### config.mk
export PLATFORM = sky130hd
export DESIGN_NAME = cdb_arbiter_flat
export DESIGN_NICKNAME = d
export VERILOG_FILES = /design/src/rtl/cdb_arbiter_pkg.sv /design/src/rtl/cdb_arbiter_if.sv /design/src/rtl/cdb_arbiter_result_fifo.sv /design/src/rtl/cdb_arbiter.sv /design/src/flat_wrapper.sv
export SDC_FILE = /design/constraint.sdc
export NUM_CORES = 1
export LEC_CHECK = 0
export ABC_AREA = 0
export BUFFER_PORTS_ARGS = -buffer_cell sky130_fd_sc_hd__buf_2
export CORE_MARGIN = 2
export CORE_UTILIZATION = 30
export DETAILED_ROUTE_END_ITERATION = 16
export RECOVER_POWER = 50
export SLEW_MARGIN = 20
export SYNTH_ARGS = -nofsm -noshare
export SYNTH_HDL_FRONTEND = slang
export SYNTH_SLANG_ARGS = --single-unit
### constraint.sdc
create_clock -name clk -period 7.4 [get_ports clk]
set_input_delay 1.48 -clock clk [delete_from_list [all_inputs] [get_ports clk]]
set_output_delay 1.48 -clock clk [all_outputs]
set_load 0.01 [all_outputs]
### src/rtl/cdb_arbiter_pkg.sv
// Shared constants and types for the common-data-bus arbiter.
// Tag 0 is reserved to mean "no producer" across the dispatcher, RS, LSB and ROB.
package cdb_arbiter_pkg;

  localparam int CDB_DATA_W     = 32;
  localparam int CDB_ROB_ID_W   = 5;
  localparam int CDB_FIFO_DEPTH = 2;
  localparam int NULL_ROB_ID    = 0;

  typedef enum logic {
    SRC_ALU = 1'b0,
    SRC_LSB = 1'b1
  } cdb_src_e;

  // Round-robin pick: on a tie the source that did not win last time goes first.
  function automatic cdb_src_e pick_src(input logic alu_cand, input logic lsb_cand,
                                        input cdb_src_e last_grant);
    cdb_src_e win;
    if (alu_cand && lsb_cand) win = (last_grant == SRC_ALU) ? SRC_LSB : SRC_ALU;
    else if (alu_cand)        win = SRC_ALU;
    else                      win = SRC_LSB;
    return win;
  endfunction

endpackage

### src/rtl/cdb_arbiter_if.sv
// Result ports of both producers plus the single broadcast bus seen by all consumers.
interface cdb_arbiter_if
  import cdb_arbiter_pkg::*;
#(
  parameter int DATA_W   = CDB_DATA_W,
  parameter int ROB_ID_W = CDB_ROB_ID_W
);

  logic                alu_valid;
  logic [DATA_W-1:0]   alu_res;
  logic [ROB_ID_W-1:0] alu_rob_id;
  logic                alu_full;

  logic                lsb_valid;
  logic [DATA_W-1:0]   lsb_res;
  logic [ROB_ID_W-1:0] lsb_rob_id;
  logic                lsb_full;

  logic                cdb_valid;
  logic [DATA_W-1:0]   cdb_res;
  logic [ROB_ID_W-1:0] cdb_rob_id;
  logic                cdb_src;

  modport slave (
    input  alu_valid, alu_res, alu_rob_id, lsb_valid, lsb_res, lsb_rob_id,
    output alu_full, lsb_full, cdb_valid, cdb_res, cdb_rob_id, cdb_src
  );

  modport master (
    output alu_valid, alu_res, alu_rob_id, lsb_valid, lsb_res, lsb_rob_id,
    input  alu_full, lsb_full, cdb_valid, cdb_res, cdb_rob_id, cdb_src
  );

endinterface

### src/rtl/cdb_arbiter_result_fifo.sv
// Per-source result buffer: wrap-around pointers with a separate occupancy count.
// Callers never push while full or pop while empty.
module cdb_arbiter_result_fifo #(
  parameter int WIDTH = 37,
  parameter int DEPTH = 2
) (
  input  logic             clk,
  input  logic             rst,
  input  logic             clear,
  input  logic             push,
  input  logic             pop,
  input  logic [WIDTH-1:0] din,
  output logic [WIDTH-1:0] head,
  output logic             empty,
  output logic             full
);

  localparam int PTR_W = (DEPTH > 1) ? $clog2(DEPTH) : 1;
  localparam int CNT_W = $clog2(DEPTH + 1);

  logic [WIDTH-1:0] mem [DEPTH];
  logic [PTR_W-1:0] wr_ptr;
  logic [PTR_W-1:0] rd_ptr;
  logic [CNT_W-1:0] count;

  assign head  = mem[rd_ptr];
  assign empty = (count == '0);
  assign full  = (count == CNT_W'(DEPTH));

  always_ff @(posedge clk) begin
    if (rst || clear) begin
      wr_ptr <= '0;
      rd_ptr <= '0;
      count  <= '0;
    end else begin
      if (push) wr_ptr <= wr_ptr + 1'b1;
      if (pop)  rd_ptr <= rd_ptr + 1'b1;
      case ({push, pop})
        2'b10:   count <= count + 1'b1;
        2'b01:   count <= count - 1'b1;
        default: count <= count;
      endcase
    end
  end

  always_ff @(posedge clk) begin
    if (push) mem[wr_ptr] <= din;
  end

endmodule

### src/rtl/cdb_arbiter.sv
// Common-data-bus arbiter: buffers ALU and LSB results and broadcasts one per cycle
// on a registered bus, round-robin between the two sources.
module cdb_arbiter
  import cdb_arbiter_pkg::*;
#(
  parameter int DATA_W     = CDB_DATA_W,
  parameter int ROB_ID_W   = CDB_ROB_ID_W,
  parameter int FIFO_DEPTH = CDB_FIFO_DEPTH
) (
  input  logic         clk,
  input  logic         rst,
  input  logic         rdy,
  input  logic         flush,
  cdb_arbiter_if.slave bus
);

  localparam int ENT_W = DATA_W + ROB_ID_W;

  logic             live;
  logic             alu_acc, lsb_acc;
  logic             alu_empty, lsb_empty;
  logic             alu_full_w, lsb_full_w;
  logic [ENT_W-1:0] alu_head, lsb_head;
  logic [ENT_W-1:0] alu_in, lsb_in;
  logic [ENT_W-1:0] alu_ent, lsb_ent, win_ent;
  logic             alu_cand, lsb_cand, any_grant;
  logic             grant_alu, grant_lsb;
  logic             alu_push, alu_pop, lsb_push, lsb_pop;
  logic             fifo_clear;
  cdb_src_e         win;
  cdb_src_e         last_grant;

  logic                cdb_valid_q;
  logic [DATA_W-1:0]   cdb_res_q;
  logic [ROB_ID_W-1:0] cdb_rob_id_q;
  cdb_src_e            cdb_src_q;

  assign live       = rdy & ~flush;
  assign fifo_clear = rdy & flush;

  // Valid while full is a producer protocol error; such inputs are dropped.
  assign alu_acc = live & bus.alu_valid & ~alu_full_w &
                   (bus.alu_rob_id != ROB_ID_W'(NULL_ROB_ID));
  assign lsb_acc = live & bus.lsb_valid & ~lsb_full_w &
                   (bus.lsb_rob_id != ROB_ID_W'(NULL_ROB_ID));

  assign alu_in = {bus.alu_res, bus.alu_rob_id};
  assign lsb_in = {bus.lsb_res, bus.lsb_rob_id};

  // An empty FIFO lets the incoming result bypass straight to the grant.
  assign alu_cand = ~alu_empty | alu_acc;
  assign lsb_cand = ~lsb_empty | lsb_acc;
  assign alu_ent  = alu_empty ? alu_in : alu_head;
  assign lsb_ent  = lsb_empty ? lsb_in : lsb_head;

  assign any_grant = live & (alu_cand | lsb_cand);
  assign win       = pick_src(alu_cand, lsb_cand, last_grant);
  assign grant_alu = any_grant & (win == SRC_ALU);
  assign grant_lsb = any_grant & (win == SRC_LSB);
  assign win_ent   = (win == SRC_ALU) ? alu_ent : lsb_ent;

  assign alu_pop  = grant_alu & ~alu_empty;
  assign lsb_pop  = grant_lsb & ~lsb_empty;
  assign alu_push = alu_acc & ~(grant_alu & alu_empty);
  assign lsb_push = lsb_acc & ~(grant_lsb & lsb_empty);

  cdb_arbiter_result_fifo #(.WIDTH(ENT_W), .DEPTH(FIFO_DEPTH)) u_alu_fifo (
    .clk   (clk),
    .rst   (rst),
    .clear (fifo_clear),
    .push  (alu_push),
    .pop   (alu_pop),
    .din   (alu_in),
    .head  (alu_head),
    .empty (alu_empty),
    .full  (alu_full_w)
  );

  cdb_arbiter_result_fifo #(.WIDTH(ENT_W), .DEPTH(FIFO_DEPTH)) u_lsb_fifo (
    .clk   (clk),
    .rst   (rst),
    .clear (fifo_clear),
    .push  (lsb_push),
    .pop   (lsb_pop),
    .din   (lsb_in),
    .head  (lsb_head),
    .empty (lsb_empty),
    .full  (lsb_full_w)
  );

  always_ff @(posedge clk) begin
    if (rst) begin
      cdb_valid_q  <= 1'b0;
      cdb_res_q    <= '0;
      cdb_rob_id_q <= '0;
      cdb_src_q    <= SRC_ALU;
      last_grant   <= SRC_LSB;
    end else if (rdy) begin
      if (flush) begin
        cdb_valid_q <= 1'b0;
        last_grant  <= SRC_LSB;
      end else if (any_grant) begin
        cdb_valid_q  <= 1'b1;
        cdb_res_q    <= win_ent[ENT_W-1:ROB_ID_W];
        cdb_rob_id_q <= win_ent[ROB_ID_W-1:0];
        cdb_src_q    <= win;
        last_grant   <= win;
      end else begin
        cdb_valid_q <= 1'b0;
      end
    end
  end

  assign bus.alu_full   = alu_full_w;
  assign bus.lsb_full   = lsb_full_w;
  assign bus.cdb_valid  = cdb_valid_q;
  assign bus.cdb_res    = cdb_res_q;
  assign bus.cdb_rob_id = cdb_rob_id_q;
  assign bus.cdb_src    = (cdb_src_q == SRC_LSB);

endmodule

### src/flat_wrapper.sv
// flat-port wrapper written by rule: the top's interface ports become plain ports
module cdb_arbiter_flat import cdb_arbiter_pkg::*;
#(
  parameter int DATA_W     = CDB_DATA_W,
  parameter int ROB_ID_W   = CDB_ROB_ID_W,
  parameter int FIFO_DEPTH = CDB_FIFO_DEPTH
)
  (clk, rst, rdy, flush, bus_alu_valid, bus_alu_res, bus_alu_rob_id, bus_lsb_valid, bus_lsb_res, bus_lsb_rob_id, bus_alu_full, bus_lsb_full, bus_cdb_valid, bus_cdb_res, bus_cdb_rob_id, bus_cdb_src);
  cdb_arbiter_if #(.DATA_W(DATA_W), .ROB_ID_W(ROB_ID_W)) bus_i ();
  input  logic clk;
  input  logic rst;
  input  logic rdy;
  input  logic flush;
  input wire logic [$bits(bus_i.alu_valid)-1:0] bus_alu_valid;
  input wire logic [$bits(bus_i.alu_res)-1:0] bus_alu_res;
  input wire logic [$bits(bus_i.alu_rob_id)-1:0] bus_alu_rob_id;
  input wire logic [$bits(bus_i.lsb_valid)-1:0] bus_lsb_valid;
  input wire logic [$bits(bus_i.lsb_res)-1:0] bus_lsb_res;
  input wire logic [$bits(bus_i.lsb_rob_id)-1:0] bus_lsb_rob_id;
  output wire logic [$bits(bus_i.alu_full)-1:0] bus_alu_full;
  output wire logic [$bits(bus_i.lsb_full)-1:0] bus_lsb_full;
  output wire logic [$bits(bus_i.cdb_valid)-1:0] bus_cdb_valid;
  output wire logic [$bits(bus_i.cdb_res)-1:0] bus_cdb_res;
  output wire logic [$bits(bus_i.cdb_rob_id)-1:0] bus_cdb_rob_id;
  output wire logic [$bits(bus_i.cdb_src)-1:0] bus_cdb_src;
  assign bus_i.alu_valid = bus_alu_valid;
  assign bus_i.alu_res = bus_alu_res;
  assign bus_i.alu_rob_id = bus_alu_rob_id;
  assign bus_i.lsb_valid = bus_lsb_valid;
  assign bus_i.lsb_res = bus_lsb_res;
  assign bus_i.lsb_rob_id = bus_lsb_rob_id;
  assign bus_alu_full = bus_i.alu_full;
  assign bus_lsb_full = bus_i.lsb_full;
  assign bus_cdb_valid = bus_i.cdb_valid;
  assign bus_cdb_res = bus_i.cdb_res;
  assign bus_cdb_rob_id = bus_i.cdb_rob_id;
  assign bus_cdb_src = bus_i.cdb_src;
  cdb_arbiter #(.DATA_W(DATA_W), .ROB_ID_W(ROB_ID_W), .FIFO_DEPTH(FIFO_DEPTH)) u_core (.clk(clk), .rst(rst), .rdy(rdy), .flush(flush), .bus(bus_i));
endmodule
==> flow_summary.json <==
{
  "status": "finished, violations left",
  "violations": "capacitance limit, slew limit",
  "worstSkewPairLatency_ps": 430,
  "cts_resized": 0,
  "ys_top_cells_by_area": "edfxtp_1 (55%), dfxtp_1 (12%), mux2i_1 (9.4%)",
  "drt_iter0_drc": 268,
  "initial_utilization_pct": 30.22,
  "drt_wl_total_mm": 19.22,
  "slew_violations": 42,
  "root_buffer": "clkbuf_16",
  "async_flop_share_pct": 0,
  "crit_chain": "clkbuf_1 -> inv_1 -> nand2_2 -> o221ai_1",
  "crit_slowest_cell": "clkbuf_1",
  "area_growth_pct": 18.15,
  "setup_viol": 0,
  "io_pins": 121,
  "hold_end": "u_core.bus.cdb_valid",
  "synth_top_area_cell": "edfxtp_1",
  "grt_pass1_wl_mm": 29.68,
  "synth_top_cell_area_share_pct": 55.02,
  "fp.coreArea_mm2": 0.02673,
  "cts_hold_buf": 0,
  "final_layout_size_suffix_gt1_share_pct": 10.52,
  "hpwl_mm": 12.68,
  "end_kind": "flop",
  "reg2reg_depth": 6,
  "synth_xor_area_share_pct": 0.5421,
  "timing_hold_violations_final": 0,
  "synth.area.mux_share_pct": 9.418,
  "yosys.area_share.adder_pct": 0.3098,
  "fin_crit_sh_pct": 59.25,
  "synth_cell_types": 41,
  "path_clk_slew_ps": 70,
  "fmax_mhz": 228.1,
  "synth_edf_count": 148,
  "rsz0062_at_grt": "false",
  "grt_pass1_vias": 5141,
  "crit_family": "buffers and inverters",
  "power.density_mw_per_mm2": 237.9,
  "yosys.area_share.simple_pct": 7.032,
  "diodes": 0,
  "hold_depth": 2,
  "worst_pin_slew_ps": 2384,
  "track_usage_pct": 13.84,
  "cts_tree": "built",
  "grt_max_degree": 42,
  "antenna_found_initial": 1,
  "r2r_slack_ps": 4480,
  "worstPathMaxFanout": 41,
  "slew_headroom_pct": -58.96,
  "seq_area_frac_synth_pct": 67.41,
  "crit_buf_inv": 2,
  "synthCells": 588,
  "drc_errors": 0,
  "arrival_ps": 4580,
  "worstSetupStartpointType": "primary input",
  "clkSinkCount": 198,
  "syn-mean-instance-area_um2": 13.74,
  "synth_top_flop_cell": "edfxtp_1",
  "vias": 5035,
  "antenna_left": 0,
  "synth_compound_area_share_pct": 12.73,
  "synth_area_mm2": 0.008078,
  "synth_warnings": 0,
  "synth.most_common_cell": "edfxtp_1",
  "max_stage_delay_ps": 1660,
  "fp-row-count": 60,
  "r2r-end": "u_core.bus.cdb_rob_id[1]",
  "ys_ff_latch": 198,
  "synth_nets": 670,
  "wl_per_cell_um": 18.23,
  "hold_slack_ps": 473.5,
  "worstHoldStart": "u_core.bus.cdb_valid",
  "crit_type": "primary input to flop",
  "nets": 782,
  "overflow": 0,
  "post-route-min-period_ps": 4384,
  "place.gp.congestion": 0.7607,
  "dr.pass1.iters": 5,
  "synth_common_cells": "edfxtp_1 (148), nand2_1 (84), mux2i_1 (76)",
  "synth_top_family_by_area": "compound AO/OA/AOI/OAI gates",
  "ir_worst_vdd_v": 0.0001283,
  "power_leakage_uw": 0.002922,
  "htree_levels": 4,
  "cts-buffers-inserted": 17,
  "die_y_um": 168.1,
  "dieArea_mm2": 0.02825,
  "clk_path_buf_depth": 2,
  "clock_skew_ps": 17.18,
  "maxCapViolations": 1,
  "r2r-start": "u_core.u_lsb_fifo.count[0]",
  "die_w_um": 168.1,
  "finalSetupTns_ps": 0,
  "viasPerCell": 4.777,
  "required_ps": 7600,
  "postCtsSetupRepairBufs": 0,
  "place.port_buffers": 120,
  "hold_class": "flop to flop"
}
area by class of cell:
cell class,instances,area (um^2)
Inverter,7,26.28
Sequential cell,198,5448
Tap cell,341,426.7
Clock buffer,17,425.4
Timing Repair Buffer,130,555.5
Clock inverter,15,183.9
Multi-Input combinational cell,346,2479
Fill cell,2657,17180
state kept, by name, indices dropped and copies added (netlist names), named ones only:
register and count:
u_core.bus.cdb_res 32, u_core.bus.cdb_rob_id 5, u_core.bus.cdb_src 1, u_core.bus.cdb_valid 1
u_core.last_grant 1, u_core.u_alu_fifo.count 2, u_core.u_alu_fifo.mem 74, u_core.u_alu_fifo.rd_ptr 1
u_core.u_alu_fifo.wr_ptr 1, u_core.u_lsb_fifo.count 2, u_core.u_lsb_fifo.mem 74, u_core.u_lsb_fifo.rd_ptr 1
u_core.u_lsb_fifo.wr_ptr 1
power by group:
group	total (uW)	internal, uW	switching (uW)
Sequential	1210	1200	9.58
Clock	942	487	455
Combinational	114	40.7	73.6
Total	2270	1730	538
per-stage QoR:
| stage | utilization [%] | setup WS (ps) | cells | instance area [um^2] | power [uW] |
|---|---|---|---|---|---|
| after floorplan | - | 2867 | 588 | 8078 | 1300 |
| after global placement | 33.82 | 3149 | 1020 | 9040 | 1362 |
| after detailed placement | 33.97 | 3343 | 1022 | 9080 | 1364 |
| after CTS | 36.25 | 3780 | 1054 | 9689 | 2307 |
| after global routing | 35.71 | 2680 | 1054 | 9544 | 2360 |
| final | 35.71 | 3016 | 1054 | 9544 | 2270 |
cells in the final DEF, fill, tap and decap left out, types with 3 or more instances in the layout:
master / n
clkinv_8: 3
or3_1: 5
nor2_4: 5
clkbuf_1: 116
nor3_1: 6
buf_2: 4
nor2b_1: 3
clkinvlp_4: 3
edfxtp_1: 148
clkbuf_16: 17
a21oi_1: 8
mux2i_1: 76
nor2_1: 11
dfxtp_1: 48
o221ai_2: 8
nand2_1: 83
o221ai_1: 30
a22oi_1: 29
buf_4: 8
inv_8: 5
o21ai_0: 42
xnor2_1: 3
a22oi_2: 7
inv_1: 7
worst register-to-register path, cell delays in order, from the launching register on:
cell and delay [ps]:
dfxtp_1 430, nor2_4 590, nor2_1 240, nor4_4 920
buf_4 450, nand2_1 130, o221ai_2 70
cells by family (layout without fill, tap and decap cells):
group | after synthesis | in the layout
compound gates | 135 | 135
simple gates | 128 | 128
flops | 198 | 198
fa+ha+maj | 2 | 2
mux | 76 | 76
buf+inv | 44 | 169
xor+xnor | 5 | 5
how the worst max path moves through the flow:
stage | from | endpoint | slack (ps) | cells past startpoint
after floorplan | flush | u_core.u_lsb_fifo.mem[0][0] | 2870 | 5
after global placement | flush | u_core.u_lsb_fifo.mem[1][27] | 3150 | 6
after detailed placement | bus_alu_rob_id[1] | u_core.u_lsb_fifo.count[1] | 3340 | 8
after global routing | rst | u_core.bus.cdb_res[6] | 2680 | 4
final | rst | u_core.bus.cdb_res[27] | 3020 | 4
after CTS | bus_alu_rob_id[1] | u_core.u_lsb_fifo.count[1] | 3780 | 8
layer usage:
| layer | global-route usage, % | wire (um) | vias up |
|---|---|---|---|
| li1 | - | - | 2495 |
| met3 | 3.150 | 759 | 12 |
| met4 | 3.598 | 172 | 2 |
| met1 | 17.98 | 9084 | 2428 |
| met2 | 23.45 | 9194 | 98 |
| met5 | 0 | 8 | - |
Power figures use the tool's default switching activity.
